$ cat config.mk
export PLATFORM = sky130hd
export DESIGN_NAME = led_pwm_fader
export DESIGN_NICKNAME = d
export VERILOG_FILES = /design/src/rtl/led_pwm_fader.sv
export SDC_FILE = /design/constraint.sdc
export NUM_CORES = 1
export LEC_CHECK = 0
export CORE_MARGIN = 5
export CORE_UTILIZATION = 69
export CTS_CLUSTER_SIZE = 10
export DETAILED_ROUTE_END_ITERATION = 6
export DONT_BUFFER_PORTS = 1
export PLACE_DENSITY = 0.82
export SLEW_MARGIN = 15
export SYNTH_ARGS = -nofsm -noshare
export SYNTH_HDL_FRONTEND = slang
export SYNTH_SLANG_ARGS = --single-unit
$ cat constraint.sdc
create_clock -name i_clk -period 8.1 [get_ports i_clk]
set_clock_uncertainty 0.2 [all_clocks]
set_input_delay 1.62 -clock i_clk [delete_from_list [all_inputs] [get_ports i_clk]]
set_output_delay 1.62 -clock i_clk [all_outputs]
set_load 0.01 [all_outputs]
$ cat src/rtl/led_pwm_fader.sv
// PWM afterglow driver: each pattern bit sets a per-LED level that decays linearly once the bit
// drops; levels are double-buffered per PWM frame and rendered as registered PWM outputs.
module led_pwm_fader #(
  parameter int unsigned N_LEDS     = 16,
  parameter int unsigned PWM_BITS   = 8,
  parameter int unsigned DECAY_DIV  = 65536,
  parameter int unsigned DECAY_STEP = 8
) (
  input  logic                i_clk,
  input  logic                i_rst,
  input  logic [N_LEDS-1:0]   i_pattern,
  input  logic [PWM_BITS-1:0] i_brightness,
  output logic [N_LEDS-1:0]   o_leds,
  output logic                o_frame
);

  localparam int unsigned PreW = (DECAY_DIV > 1) ? $clog2(DECAY_DIV) : 1;
  localparam logic [PWM_BITS-1:0] CntMax = {PWM_BITS{1'b1}};
  localparam logic [PreW-1:0] PreMax = PreW'(DECAY_DIV - 1);

  logic [PWM_BITS-1:0] r_pwm_cnt;
  logic [PreW-1:0]     r_pre;
  logic [PWM_BITS-1:0] r_lvl    [N_LEDS];
  logic [PWM_BITS-1:0] r_shadow [N_LEDS];

  logic                w_tick;
  logic                w_load;
  logic [PWM_BITS-1:0] w_cnt_next;
  logic [PreW-1:0]     w_pre_next;
  logic [PWM_BITS-1:0] w_lvl_next    [N_LEDS];
  logic [PWM_BITS-1:0] w_shadow_next [N_LEDS];
  logic [N_LEDS-1:0]   w_leds_next;

  always_comb begin
    w_tick     = (r_pre == PreMax);
    w_load     = (r_pwm_cnt == CntMax);
    w_cnt_next = r_pwm_cnt + 1'b1;
    w_pre_next = w_tick ? '0 : r_pre + 1'b1;
    w_leds_next = '0;
    for (int i = 0; i < int'(N_LEDS); i++) begin
      w_lvl_next[i]    = r_lvl[i];
      w_shadow_next[i] = w_load ? r_lvl[i] : r_shadow[i];
      if (i_pattern[i]) begin
        w_lvl_next[i] = i_brightness;
      end else if (w_tick) begin
        w_lvl_next[i] = (32'(r_lvl[i]) > DECAY_STEP) ? r_lvl[i] - PWM_BITS'(DECAY_STEP) : '0;
      end
      // Compare next-cycle counter/shadow so output slot 0 lands together with o_frame.
      w_leds_next[i] = (w_cnt_next < w_shadow_next[i]);
    end
  end

  always_ff @(posedge i_clk) begin
    if (i_rst) begin
      r_pwm_cnt <= '0;
      r_pre     <= '0;
      o_leds    <= '0;
      o_frame   <= 1'b0;
      for (int i = 0; i < int'(N_LEDS); i++) begin
        r_lvl[i]    <= '0;
        r_shadow[i] <= '0;
      end
    end else begin
      r_pwm_cnt <= w_cnt_next;
      r_pre     <= w_pre_next;
      o_leds    <= w_leds_next;
      o_frame   <= w_load;
      for (int i = 0; i < int'(N_LEDS); i++) begin
        r_lvl[i]    <= w_lvl_next[i];
        r_shadow[i] <= w_shadow_next[i];
      end
    end
  end

endmodule

==> metrics.log <==
INFO  metric slew_headroom = 26.7%
INFO  metric internal_dissipation = 2.45 mW
INFO  metric layout-drive-gt1-share = 4.85%
INFO  metric antenna_found_initial = 0
INFO  metric cts_buffers = 36
INFO  metric synthesis.area_per_instance = 8.65 um2
INFO  metric switching_share = 24.8%
INFO  metric worstPathMaxFanout = 61
INFO  metric instances_no_fill = 1,991
INFO  metric holdBufCountCts = 0
INFO  metric leakage = 7.39 nW
INFO  metric cp-start-kind = flop
INFO  metric core.rowCount = 54
INFO  metric pwr_cell_area = 200 nW/um2
INFO  metric dp_cells = 1,946
INFO  metric globalRouteOverflowTotal = 0
INFO  metric buffering_stage_count_on_the_worst_path_with_inverters_included = 1
INFO  metric cts_resizes = 0
INFO  metric critPathSlowestCell = buf_4
INFO  metric setup_viol = 0
INFO  metric vias_per_cell = 6.72
INFO  metric global_route_wire_length_before_repair = 65,500 um
INFO  metric logic_pwr_share = 8.2%
INFO  metric drc = 0
INFO  metric core_region_area = 21,700 um2
INFO  metric clock_latency = 520 ps
INFO  metric via_count = 13,400
INFO  metric average_wire_per_cell_in_the_routed_design = 20.7 um
INFO  metric critical_path_arrival = 4400 ps
INFO  metric switching_power = 0.805 mW
INFO  metric worst_slew_pin_slew = 1100 ps
INFO  metric top_reg_cell_synth = dfxtp_1
INFO  metric cp_cell_sequence = ha_1 > nand3_1 > or3_4 > buf_4 > mux2i_1 > ha_1 > a21o_1 > a21o_1 > a2111oi_0 > o31a_1
INFO  metric drt_first_pass_iters = 7
INFO  metric syn_inst = 1,750
INFO  metric period_share = 51.1%
INFO  metric crit_required = 8360 ps
INFO  metric postCtsSetupBuffers = 0
INFO  metric number_of_sinks_on_the_clock_net = 297
INFO  metric layout.filler_cells = 1,578
INFO  metric dieArea = 25,000 um2
INFO  metric postSynth.asyncResetShare = 0%
INFO  metric initialDrtViolationCount = 1,379
INFO  metric grtUsageTotal = 32.6%
INFO  metric layout_min_cycle_time = 4140 ps
INFO  metric power.share.clock = 43.2%
INFO  metric path_clk_slew = 60 ps
INFO  metric htreeDepth = 2
INFO  metric hpwlAfterDp = 24,800 um
INFO  metric number_of_enable_flip_flop_cells_after_synthesis = 0
INFO  metric initial_utilization = 69.8%
INFO  metric rsz_0062_raised_after_global_routing = false
INFO  metric area_delta_synth_final = 7.39%
INFO  metric grt_start_max_net_pins = 248
INFO  metric first_global_vias = 12,600
INFO  metric clock-root-buffer = clkbuf_16
INFO  metric port_buffers = 0
INFO  metric diodes = 0
INFO  metric cp_top_family = compound AO/OA/AOI/OAI gates
INFO  metric cts_tree = built
INFO  metric synth.cell_area = 15,100 um2
INFO  metric nNetsFinal = 1,860
INFO  metric synth-warning-count = 0
INFO  metric setup.worst_path.start = r_pwm_cnt[0]
INFO  metric min_from = r_shadow[1][16]
INFO  metric design.portCount = 43
INFO  metric synth.net_count = 1,906
INFO  metric postRouteAntennaNets = 0
INFO  metric seq_area_frac_synth = 39.3%
INFO  metric height_of_the_die = 158 um
INFO  metric dieWidth = 158 um
INFO  metric synthDistinctLibCells = 69
INFO  metric ir_worst_vdd = 0.181 mV
INFO  metric final_hold_viol_count = 0
INFO  metric run_status = finished clean
INFO  metric timing_worst_setup_path_type = flop to flop
INFO  metric finalWeightedCongestion = 0.890
INFO  metric post-layout-total-power = 3.25 mW
INFO  metric routed_wirelength = 41,200 um
INFO  metric setup_total_negative_slack = 0 ps
INFO  metric clk_buf_depth = 3
INFO  metric worst_path_largest_cell_delay = 810 ps
INFO  metric p_seq_share = 48.6%
INFO  metric synth.ff_latch_count = 297
INFO  metric min_path_type = flop to flop
INFO  metric hold_slack = 258 ps
INFO  metric worst_setup_path_end_kind = flop
INFO  metric critical_path.reg2reg.startpoint = r_pwm_cnt[0]
INFO  metric maximum_operating_frequency = 242 MHz
INFO  metric final_count_of_pins_violating_max_slew = 0
INFO  metric drv_cap = 0
## power by group through the flow
stage                     clock, mW  sequential (mW)  combinational (mW)
after floorplan                   0             1.59               0.228
after global placement            0             1.61               0.248
after detailed placement          0             1.61               0.259
after CTS                      1.42             1.58               0.263
after global routing           1.49             1.59               0.297
final                          1.40             1.58               0.267
## stage by stage
step	worst slack (ps)	cell area, um2	utilization [%]
after CTS	4030	16300	75.0
after global routing	3800	16300	75.0
after detailed placement	4130	15300	70.5
after global placement	4260	15300	70.5
final	3960	16300	75.0
after floorplan	4950	15100	-
## tightest hold or removal path: stages (launching register included)
cell and delay (ps):
dfxtp_1 310, nand2_1 50, a21oi_1 50
## final timing paths
| path | endpoint | slack [ps] | cells past startpoint |
|---|---|---|---|
| worst max-delay path | o_leds[15] | 3960 | 10 |
| worst min-delay path | r_shadow[1][16] | 260 | 2 |
| worst max register to register | o_leds[15] | 3960 | 10 |
| worst min register to register | r_shadow[1][16] | 260 | 2 |
## routing by layer
layer  global-route usage, %  vias to the layer above  wire, um
met4                    14.8                        0      2000
met2                    53.0                      620     18700
li1                        -                     6276         -
met5                       0                        -         0
met3                    5.11                      152      3580
met1                    42.7                     6325     16800
## area by class of cell
cell class | count | area (um2) | share of cell area (%)
multi-input cells | 1296 | 8640 | 53.1
flip-flops and latches | 297 | 5950 | 36.6
clock buffers | 42 | 945 | 5.81
well taps | 280 | 350 | 2.15
inverters | 52 | 195 | 1.20
repair buffers | 21 | 158 | 0.969
clock inverters | 3 | 26.3 | 0.162
## cells in the mapped netlist, types with 9 or more instances
cell       count  area [um2]
a2111oi_0     16         140
nand4_1       23         144
nor2_1       199         747
a21o_1        36         270
dfxtp_1      297        5950
a41oi_1       14         123
mux2i_1      111        1110
o31a_1        22         193
nor3_1        27         135
or3_1         11        68.8
buf_2         14        70.1
clkbuf_1      83         312
xor2_1        15         131
o31ai_1        9        67.6
inv_1         52         195
nand2b_1      14        87.6
o311ai_1      10        87.6
o221ai_1      11        96.3
nor4_1        15        93.8
o211ai_1      16         120
a311oi_1      11        96.3
ha_1         130        1630
and2_1        14        87.6
nand2_1      203         762
nand3_1       71         355
a21oi_1      115         576
a31oi_1       36         225
o21ai_0       41         205
o22ai_1       13        81.3
## cells in the final DEF, fill, tap and decap left out, drive strengths merged, types with 5 or more instances in the layout
cell type | Yosys | final
o211ai | 16 | 16
o41ai | 8 | 8
nand4b | 7 | 7
o221ai | 11 | 11
a32oi | 6 | 6
nor2 | 200 | 200
o21a | 5 | 5
o22ai | 13 | 13
nand4 | 23 | 23
o311ai | 13 | 13
and2 | 14 | 14
nor3 | 29 | 29
a2111oi | 16 | 16
a21o | 36 | 36
nand2b | 14 | 14
a22o | 8 | 8
inv | 52 | 55
ha | 130 | 130
nor4 | 16 | 16
or4 | 6 | 6
buf | 22 | 21
xor2 | 15 | 15
o31a | 22 | 22
a221oi | 7 | 7
nand2 | 203 | 203
xnor2 | 7 | 7
a31oi | 36 | 36
nor3b | 7 | 7
o21ai | 45 | 45
mux2i | 111 | 111
nor2b | 8 | 8
a41oi | 14 | 14
a21oi | 115 | 115
dfxtp | 297 | 297
nand3 | 72 | 72
a311oi | 11 | 11
clkbuf | 83 | 42
o31ai | 10 | 10
or3 | 11 | 11
## state kept, by name, summed over array words and instances, names as in the netlist
| register | flops |
|---|---|
| o_frame | 1 |
| o_leds | 16 |
| r_lvl | 128 |
| r_pre | 16 |
| r_pwm_cnt | 8 |
| r_shadow | 128 |
## logic make-up after synthesis
group,share of synthesized area (%)
XOR/XNOR,1.27
multiplexers,7.34
buffers and inverters,4.11
AND/OR/NAND/NOR,19.0
AO/OA/AOI/OAI,18.3
adder cells (fa/ha/maj),10.7
flip-flops,39.3
Note: power is estimated with default switching activity, not from simulation.
